## src/rtl/regfile_pkg.sv

```systemverilog
// Shared definitions for the 2-read/1-write register file with scoreboard:
// default sizes, the address type and the address qualification helpers.
package regfile_pkg;

    localparam int DEFAULT_DATA_W   = 32;
    localparam int DEFAULT_NUM_REGS = 32;

    // Widest address any legal configuration can produce (NUM_REGS <= 256).
    localparam int MAX_ADDR_W = 8;

    typedef logic [$clog2(DEFAULT_NUM_REGS)-1:0] reg_addr_t;

    // Classification of an address against a register file of num_regs entries.
    typedef struct packed {
        logic legal;    // address names an existing register
        logic is_zero;  // address is register 0
    } addr_qual_t;

    function automatic addr_qual_t qualify_addr(
        input logic [MAX_ADDR_W-1:0] addr,
        input int unsigned           num_regs
    );
        addr_qual_t q;
        q.legal   = (32'(addr) < num_regs);
        q.is_zero = (addr == {MAX_ADDR_W{1'b0}});
        return q;
    endfunction

    // An address is usable for reads, writes and claims only when it is legal
    // and is not the hardwired zero register.
    function automatic logic addr_usable(
        input logic [MAX_ADDR_W-1:0] addr,
        input int unsigned           num_regs,
        input logic                  zero_reg
    );
        addr_qual_t q;
        q = qualify_addr(addr, num_regs);
        return q.legal & ~(zero_reg & q.is_zero);
    endfunction

endpackage

```

## src/rtl/regfile_scoreboard.sv

```systemverilog
// Pending-write scoreboard: one bit per register, set by an issue-time claim
// and cleared by the write-back of that register. A claim on the same edge as
// a write to the same register wins, since a newer producer is now in flight.
module regfile_scoreboard
    import regfile_pkg::*;
#(
    parameter int  NUM_REGS = DEFAULT_NUM_REGS,
    parameter bit  ZERO_REG = 1'b1,
    parameter bit  BYPASS   = 1'b1,
    localparam int ADDR_W   = $clog2(NUM_REGS)
) (
    input  logic                clk,
    input  logic                reset_all,
    input  logic                wr_en,
    input  logic [ADDR_W-1:0]   wr_addr,
    input  logic                claim_en,
    input  logic [ADDR_W-1:0]   claim_addr,
    input  logic [ADDR_W-1:0]   rd_addr_a,
    input  logic [ADDR_W-1:0]   rd_addr_b,
    output logic                busy_a,
    output logic                busy_b,
    output logic [NUM_REGS-1:0] pending_mask
);

    logic                wr_ok_s;
    logic                claim_ok_s;
    logic                rd_ok_a_s;
    logic                rd_ok_b_s;
    logic                fwd_a_s;
    logic                fwd_b_s;
    logic [NUM_REGS-1:0] pending_next_s;

    // Qualify every incoming address against the array size and register 0.
    always_comb begin
        wr_ok_s    = wr_en    & addr_usable(MAX_ADDR_W'(wr_addr),    NUM_REGS, ZERO_REG);
        claim_ok_s = claim_en & addr_usable(MAX_ADDR_W'(claim_addr), NUM_REGS, ZERO_REG);
        rd_ok_a_s  = addr_usable(MAX_ADDR_W'(rd_addr_a), NUM_REGS, ZERO_REG);
        rd_ok_b_s  = addr_usable(MAX_ADDR_W'(rd_addr_b), NUM_REGS, ZERO_REG);
    end

    // Per-register next state: claim has priority over the clearing write.
    always_comb begin
        pending_next_s = pending_mask;
        for (int r = 0; r < NUM_REGS; r++) begin
            if (claim_ok_s && (claim_addr == ADDR_W'(r))) begin
                pending_next_s[r] = 1'b1;
            end else if (wr_ok_s && (wr_addr == ADDR_W'(r))) begin
                pending_next_s[r] = 1'b0;
            end else begin
                pending_next_s[r] = pending_mask[r];
            end
        end
    end

    // Scoreboard state register.
    always_ff @(posedge clk or posedge reset_all) begin
        if (reset_all) begin
            pending_mask <= {NUM_REGS{1'b0}};
        end else begin
            pending_mask <= pending_next_s;
        end
    end

    // Busy flags: a pending operand stops being busy in the cycle its result
    // is written when that result can be forwarded to the read port.
    always_comb begin
        fwd_a_s = BYPASS & wr_ok_s & (wr_addr == rd_addr_a);
        fwd_b_s = BYPASS & wr_ok_s & (wr_addr == rd_addr_b);
        busy_a  = 1'b0;
        busy_b  = 1'b0;
        if (rd_ok_a_s) begin
            busy_a = pending_mask[rd_addr_a] & ~fwd_a_s;
        end else begin
            busy_a = 1'b0;
        end
        if (rd_ok_b_s) begin
            busy_b = pending_mask[rd_addr_b] & ~fwd_b_s;
        end else begin
            busy_b = 1'b0;
        end
    end

endmodule

```

## src/rtl/regfile_2r1w_sb.sv

```systemverilog
// Register file with two registered read ports, one write port, optional
// write-to-read bypass, optional hardwired-zero register 0, and a pending-write
// scoreboard used by issue logic to detect operands still in flight.
module regfile_2r1w_sb
    import regfile_pkg::*;
#(
    parameter int  DATA_W   = DEFAULT_DATA_W,
    parameter int  NUM_REGS = DEFAULT_NUM_REGS,
    parameter bit  ZERO_REG = 1'b1,
    parameter bit  BYPASS   = 1'b1,
    localparam int ADDR_W   = $clog2(NUM_REGS)
) (
    input  logic                clk,
    input  logic                reset_all,
    input  logic                rd_en_a,
    input  logic [ADDR_W-1:0]   rd_addr_a,
    input  logic                rd_en_b,
    input  logic [ADDR_W-1:0]   rd_addr_b,
    output logic [DATA_W-1:0]   bus_a,
    output logic [DATA_W-1:0]   bus_b,
    input  logic                wr_en,
    input  logic [ADDR_W-1:0]   wr_addr,
    input  logic [DATA_W-1:0]   bus_c,
    input  logic                claim_en,
    input  logic [ADDR_W-1:0]   claim_addr,
    output logic                busy_a,
    output logic                busy_b,
    output logic [NUM_REGS-1:0] pending_mask
);

    logic [DATA_W-1:0] regs_r [NUM_REGS];
    logic              wr_ok_s;
    logic              rd_ok_a_s;
    logic              rd_ok_b_s;
    logic [DATA_W-1:0] rd_data_a_s;
    logic [DATA_W-1:0] rd_data_b_s;

    // Address qualification for the storage ports.
    always_comb begin
        wr_ok_s   = wr_en & addr_usable(MAX_ADDR_W'(wr_addr),   NUM_REGS, ZERO_REG);
        rd_ok_a_s = addr_usable(MAX_ADDR_W'(rd_addr_a), NUM_REGS, ZERO_REG);
        rd_ok_b_s = addr_usable(MAX_ADDR_W'(rd_addr_b), NUM_REGS, ZERO_REG);
    end

    // Storage array; register 0 is never written when it is hardwired to zero,
    // so it keeps its reset value and needs no special read handling below.
    always_ff @(posedge clk or posedge reset_all) begin
        if (reset_all) begin
            for (int r = 0; r < NUM_REGS; r++) begin
                regs_r[r] <= {DATA_W{1'b0}};
            end
        end else if (wr_ok_s) begin
            regs_r[wr_addr] <= bus_c;
        end else begin
            regs_r <= regs_r;
        end
    end

    // Port A read mux: illegal/zero addresses read 0, same-edge write forwards.
    always_comb begin
        rd_data_a_s = {DATA_W{1'b0}};
        if (!rd_ok_a_s) begin
            rd_data_a_s = {DATA_W{1'b0}};
        end else if (BYPASS && wr_ok_s && (wr_addr == rd_addr_a)) begin
            rd_data_a_s = bus_c;
        end else begin
            rd_data_a_s = regs_r[rd_addr_a];
        end
    end

    // Port B read mux, identical to port A.
    always_comb begin
        rd_data_b_s = {DATA_W{1'b0}};
        if (!rd_ok_b_s) begin
            rd_data_b_s = {DATA_W{1'b0}};
        end else if (BYPASS && wr_ok_s && (wr_addr == rd_addr_b)) begin
            rd_data_b_s = bus_c;
        end else begin
            rd_data_b_s = regs_r[rd_addr_b];
        end
    end

    // Read output registers: load on request, otherwise hold the last value.
    always_ff @(posedge clk or posedge reset_all) begin
        if (reset_all) begin
            bus_a <= {DATA_W{1'b0}};
            bus_b <= {DATA_W{1'b0}};
        end else begin
            if (rd_en_a) begin
                bus_a <= rd_data_a_s;
            end else begin
                bus_a <= bus_a;
            end
            if (rd_en_b) begin
                bus_b <= rd_data_b_s;
            end else begin
                bus_b <= bus_b;
            end
        end
    end

    regfile_scoreboard #(
        .NUM_REGS (NUM_REGS),
        .ZERO_REG (ZERO_REG),
        .BYPASS   (BYPASS)
    ) u_scoreboard (
        .clk          (clk),
        .reset_all    (reset_all),
        .wr_en        (wr_en),
        .wr_addr      (wr_addr),
        .claim_en     (claim_en),
        .claim_addr   (claim_addr),
        .rd_addr_a    (rd_addr_a),
        .rd_addr_b    (rd_addr_b),
        .busy_a       (busy_a),
        .busy_b       (busy_b),
        .pending_mask (pending_mask)
    );

endmodule
```

## config.mk

```make
export PLATFORM = sky130hd
export DESIGN_NAME = regfile_2r1w_sb
export DESIGN_NICKNAME = d
export VERILOG_FILES = /design/src/rtl/regfile_pkg.sv /design/src/rtl/regfile_scoreboard.sv /design/src/rtl/regfile_2r1w_sb.sv
export SDC_FILE = /design/constraint.sdc
export NUM_CORES = 2
export LEC_CHECK = 0
export BUFFER_PORTS_ARGS = -buffer_cell sky130_fd_sc_hd__buf_2
export CORE_ASPECT_RATIO = 2
export CORE_MARGIN = 10
export CORE_UTILIZATION = 35
export CTS_CLUSTER_DIAMETER = 30
export DETAILED_ROUTE_END_ITERATION = 10
export MAX_ROUTING_LAYER = met4
export PLACE_DENSITY = 0.54
export REMOVE_ABC_BUFFERS = 1
export SYNTH_ARGS = -nofsm -noshare
export SYNTH_HDL_FRONTEND = slang
export SYNTH_SLANG_ARGS = --single-unit
```

## constraint.sdc

```tcl
create_clock -name clk -period 32.7 [get_ports clk]
set_clock_uncertainty 0.05 [all_clocks]
set_input_delay 3.27 -clock clk [delete_from_list [all_inputs] [get_ports clk]]
set_output_delay 3.27 -clock clk [all_outputs]
set_load 0.01 [all_outputs]
```

Yosys cells after proc, flatten, opt, wreduce, memory -nomap -nowiden:

Cells that the tools add are included.

* $add $sub $neg: 0
* multiply operators: 0
* divide/modulo/power cells: 0
* magnitude comparators: 6
* equality and inequality tests: 64
* shift-type cells: 0
* multiplexer cells: 83
* bitwise gates (word level): 13
* reductions and logical operators: 103

Operators by type and width (count)
* 1024-bit bitwise mux: 1
* 32-bit binary-select mux with 5-bit select: 2
* 32-bit 2-to-1 mux: 9
* 32-bit demux with 5-bit select: 1
* 5-bit == test, second input constant: 32
* 5-bit by 4-bit == test with 1-bit output, second input constant: 16
* 1-bit 2-to-1 mux: 68
* 1-bit logical AND: 67
* 2-bit nonzero test: 32
* 5-bit by 3-bit == test with 1-bit output, second input constant: 8
* 5-bit by 2-bit == test with 1-bit output, second input constant: 4
* 5-bit zero test: 4
* 6-bit >= comparator, second input constant: 3
* 5-bit inverter with 6-bit output: 3
* 5-bit by 6-bit less-than comparator with 1-bit output, second input constant: 2
* 1-bit binary-select mux with 5-bit select: 2
* 5-bit by 1-bit == test with 1-bit output, second input constant: 2
* 5-bit == test: 2
* 1-bit AND: 6
* 6-bit by 1-bit less-than comparator with 1-bit output, second input constant: 1
* 1-bit inverter: 4

* register bits after elaboration: 1120
* bits in latches: 0
* RAM bits: 0
* ROM bits: 0
* input bits: 58
* output and inout bits: 98
* word-level logic and storage cells: 335
* memories: 0

Longest topological paths before layout:

* depth after elaboration: 7
* gate-level depth with buffers: 10
* mapped depth without buffers: 5

Cells and area by module:

A second synthesis with hierarchy kept.

* cell total of the unflattened synthesis: 4045
* area total of the unflattened synthesis: 59148.0 um2

Modules (own cells, without submodules)
* regfile_2r1w_sb: times used 1, cells each 3816, area each 57059.7 um2, sequential area each 27226.1 um2
* regfile_scoreboard: times used 1, cells each 229, area each 2088.3 um2, sequential area each 800.8 um2

Least setup slack after synthesis:

OpenSTA, ideal clock, no wires.

* path kind: input to output
* start point: input rd_addr_a[0]
* end point: output busy_a
* data arrival time: 5043 ps
* required time: 29380 ps
* slack: 24337 ps
* stages: 8
* buffers on the path: 4
* cells stage by stage: buf_4 -> buf_6 -> buf_6 -> buf_6 -> mux4_2 -> mux4_2 -> mux2i_1 -> nor2_1

* word-level cells in the longest chain between the ends: 5
* elaborated cells on any way between the ends: 8
* those cells by class: eq/ne: 1; mux: 3; bitwise: 3; reduce/logical: 1

Ends and longest elaborated chain
* start, declared: line regfile_2r1w_sb.sv:16 `input logic [ADDR_W-1:0] rd_addr_a,`
* parallel branches: the longest is 4 deep, another holds 1-bit binary-select mux with 5-bit select
* 1-bit 2-to-1 mux *: line regfile_scoreboard.sv:71 `if (rd_ok_a_s) begin`
* end, declared: line regfile_2r1w_sb.sv:26 `output logic busy_a,`

Mark *: on every way between the ends. The select of a mux whose other input is x is not followed.

Worst setup path in the final report:

* start point: input rd_addr_b[1]
* end point: output busy_b

* word-level cells in the longest chain between the ends: 5
* elaborated cells on any way between the ends: 8
* those cells by class: eq/ne: 1; mux: 3; bitwise: 3; reduce/logical: 1

Ends and longest elaborated chain
* start, declared: line regfile_2r1w_sb.sv:18 `input logic [ADDR_W-1:0] rd_addr_b,`
* parallel branches: the longest is 4 deep, another holds 1-bit binary-select mux with 5-bit select
* 1-bit 2-to-1 mux *: line regfile_scoreboard.sv:76 `if (rd_ok_b_s) begin`
* end, declared: line regfile_2r1w_sb.sv:27 `output logic busy_b,`

Marked as above.

==> impl_metrics.py <==
metrics = {
    "worst_setup_path": {
        "crit_fanout": 45,
        "arrival_ns": 5.83,
        "cp-start-kind": "input pin",
        "cp_slowest_cell": "buf_4",
        "worstPathCellList": "buf_8 -> buf_4 -> or3_2 -> o32ai_1 -> nor3_1 -> buf_2",
        "worst-r2r-cell-count": 5,
        "end_kind": "output pin",
        "critPathRequiredTime_ns": 29.38,
        "path_class": "in -> out",
        "slowest_delay_ns": 0.76,
    },
    "routing": {
        "wire_per_inst_um": 33.2,
        "viasPerCell": 6.09,
        "firstDrtPassIters": 5,
        "antenna_left": 0,
        "vias": 37200,
        "drc": 0,
        "drt_iter0_markers": 2520,
        "routed_wl_um": 203000,
    },
    "pwr": {
        "seq_power_share": 0.413,
        "combinationalPowerShare": 0.180,
        "p_int_mw": 3.28,
        "switchingPower_mw": 1.23,
        "p_leak_nw": 29.0,
        "power.share.clock": 0.406,
        "power_density_mw_per_mm2": 67.4,
        "vdd_drop_max_uv": 39.6,
        "p_sw_frac": 0.274,
    },
    "timing": {
        "period_needed_ns": 9.15,
        "rsz0062_at_grt": "no",
        "finalSetupViolCount": 0,
        "holdWs_ns": 0.346,
        "fmax_mhz": 109,
        "worst_pin_slew_ns": 1.18,
        "final_hold_viol_count": 0,
        "slew_violations": 0,
        "fin_crit_sh": 0.280,
        "slew_headroom": 0.213,
    },
    "finish": {
        "seq_area_mm2": 0.0280,
        "drive_gt1_frac": 0.525,
        "layout_common_cells": "1120 x dfrtp_1, 1008 x mux2_2, 509 x mux4_2",
        "fill_cells": 15300,
        "final_nets": 3902,
        "syn2layout_area_growth_pct": 13.7,
        "stdcell_area_mm2": 0.0669,
        "multi_input_area_mm2": 0.0290,
        "layout_commonest_cell": "dfrtp_1",
    },
    "global_route": {
        "grt_pass1_vias": 39900,
        "grt_usage": 0.223,
        "gr-total-overflow": 0,
        "grt_pass1_wl_um": 293000,
        "antenna_found_initial": 9,
        "grt_max_degree": 160,
    },
    "yosys": {
        "synth_cell_types": 56,
        "synth_seq_area_share": 0.476,
        "async_flop_share": 1.00,
        "syn-mean-instance-area_um2": 15.2,
        "synthTopCellsByArea": "dfrtp_1 48%, mux4_2 19%, mux2_2 19%",
        "synth_warnings": 0,
        "netlist.area_leader.share": 0.476,
        "synth_ff_type": "dfrtp_1",
        "post-synth-top-area-cell": "dfrtp_1",
        "synth_seq_cells": 1120,
        "synth_edf_count": 0,
        "netlist_area_mm2": 0.0589,
        "synthCells": 3877,
    },
    "floorplanning": {
        "io_pins": 156,
        "dieWidth_um": 310,
        "die_area_mm2": 0.186,
        "design.core.area_mm2": 0.167,
        "fp.dieH_um": 600,
        "rows": 212,
        "initial_core_util": 0.352,
    },
    "outcome": {
        "status": "finished clean",
    },
    "cts": {
        "clock_path_buffers": 4,
        "ctsResizeCount": 0,
        "postCtsSetupBuffers": 0,
        "cts-hold-fix-buffers": 0,
        "clock-sinks": 1120,
        "cts_tree": "done",
        "cts-buffers-inserted": 161,
        "root_buffer": "clkbuf_16",
        "clkSlewWorstSetupHoldPaths_ns": 0.06,
        "worstSkewPairLatency_ns": 0.79,
        "cts-htree-levels": 4,
    },
    "place": {
        "gp_congestion": 0.818,
        "dp_hpwl_um": 115000,
        "numPortBuffers": 155,
        "placedInstanceArea_mm2": 0.0613,
    },
    "min_path": {
        "min_path_cells": 0,
        "min-delay-path-class": "reg -> reg",
    },
    "run": {
        "maxCapViolations": 0,
    },
}
==> worst max-delay path: cells and delay by family <==
family,cells,cell delay (ns)
AND/OR/NAND/NOR,2,0.97
buffers and inverters,3,1.32
AO/OA/AOI/OAI,1,0.19
==> path summary, 6_finish.rpt <==
path	startpoint	end	slack, ns
min reg2reg	regs_r[997]	regs_r[997]	0.35
min in group asynchronous	reset_all	u_scoreboard.pending_mask[13]	2.56
max	rd_addr_b[1]	busy_b	23.55
max in group asynchronous	reset_all	bus_a[26]	25.96
max reg2reg	regs_r[597]	bus_b[21]	30.52
min	regs_r[997]	regs_r[997]	0.35
==> sequential cells by signal (all words and copies together), names as in the netlist <==
name,cells
regs_r,1024
bus_a,32
bus_b,32
u_scoreboard.pending_mask,32
==> power groups by stage <==
| stage | Sequential, mW | Combinational [mW] | Clock [mW] |
|---|---|---|---|
| after floorplan | 1.82 | 0.577 | 0 |
| after global placement | 1.87 | 0.807 | 0 |
| after detailed placement | 1.88 | 0.823 | 0 |
| after CTS | 1.86 | 0.825 | 1.87 |
| after global routing | 1.89 | 0.875 | 1.91 |
| final | 1.86 | 0.813 | 1.83 |
==> synthesized netlist by cell type (all sizes together) (4+ instances only) <==
cell,n
a311oi,9
nor2,25
buf,200
mux4,509
clkbuf,236
inv,8
a211o,8
or3b,9
a21oi,36
a21o,17
a2111oi,8
a221o,10
o221ai,18
and2,4
a221oi,17
o41ai,8
xnor2,10
mux2i,199
o31ai,8
nand2,59
a22oi,54
nor2b,28
o21ai,28
mux2,1008
o22ai,40
o21bai,8
nand3,34
a211oi,21
nor3,9
nand2b,57
a22o,42
a31oi,8
dfrtp,1120
==> per-layer routing <==
layer	global-route usage	routed length, µm
met5	-	0
met3	0.0295	9460
met1	0.258	78400
met2	0.378	104000
met4	0.111	11600
==> cell type report <==
type	instances	area share
diodes	13	0.000486
clock buffers	194	0.0662
clock inverters	91	0.0171
inverters	8	0.000561
multi-input cells	2313	0.434
flip-flops and latches	1120	0.419
well taps	2140	0.0400
repair buffers	240	0.0234
==> through the flow <==
stage	setup TNS, ns	util	total power, mW	setup slack [ns]	std cells
after floorplan	-2417.35	-	2.39	-2.16	3441
after global placement	0	0.367	2.68	23.59	5821
after detailed placement	0	0.367	2.71	23.54	5821
after CTS	0	0.400	4.55	23.54	6106
after global routing	0	0.401	4.68	23.42	6116
final	0	0.401	4.51	23.55	6119
==> cells by family (layout without fill, tap and decap cells) <==
family	after synthesis	after routing	share of synthesized area
xor+xnor	10	10	0.00149
flops	1120	1120	0.476
buf+inv	444	533	0.0353
simple gates	237	237	0.0215
other cells	0	13	0
mux	1716	1716	0.421
compound gates	350	350	0.0441
Power figures use the tool's default switching activity.
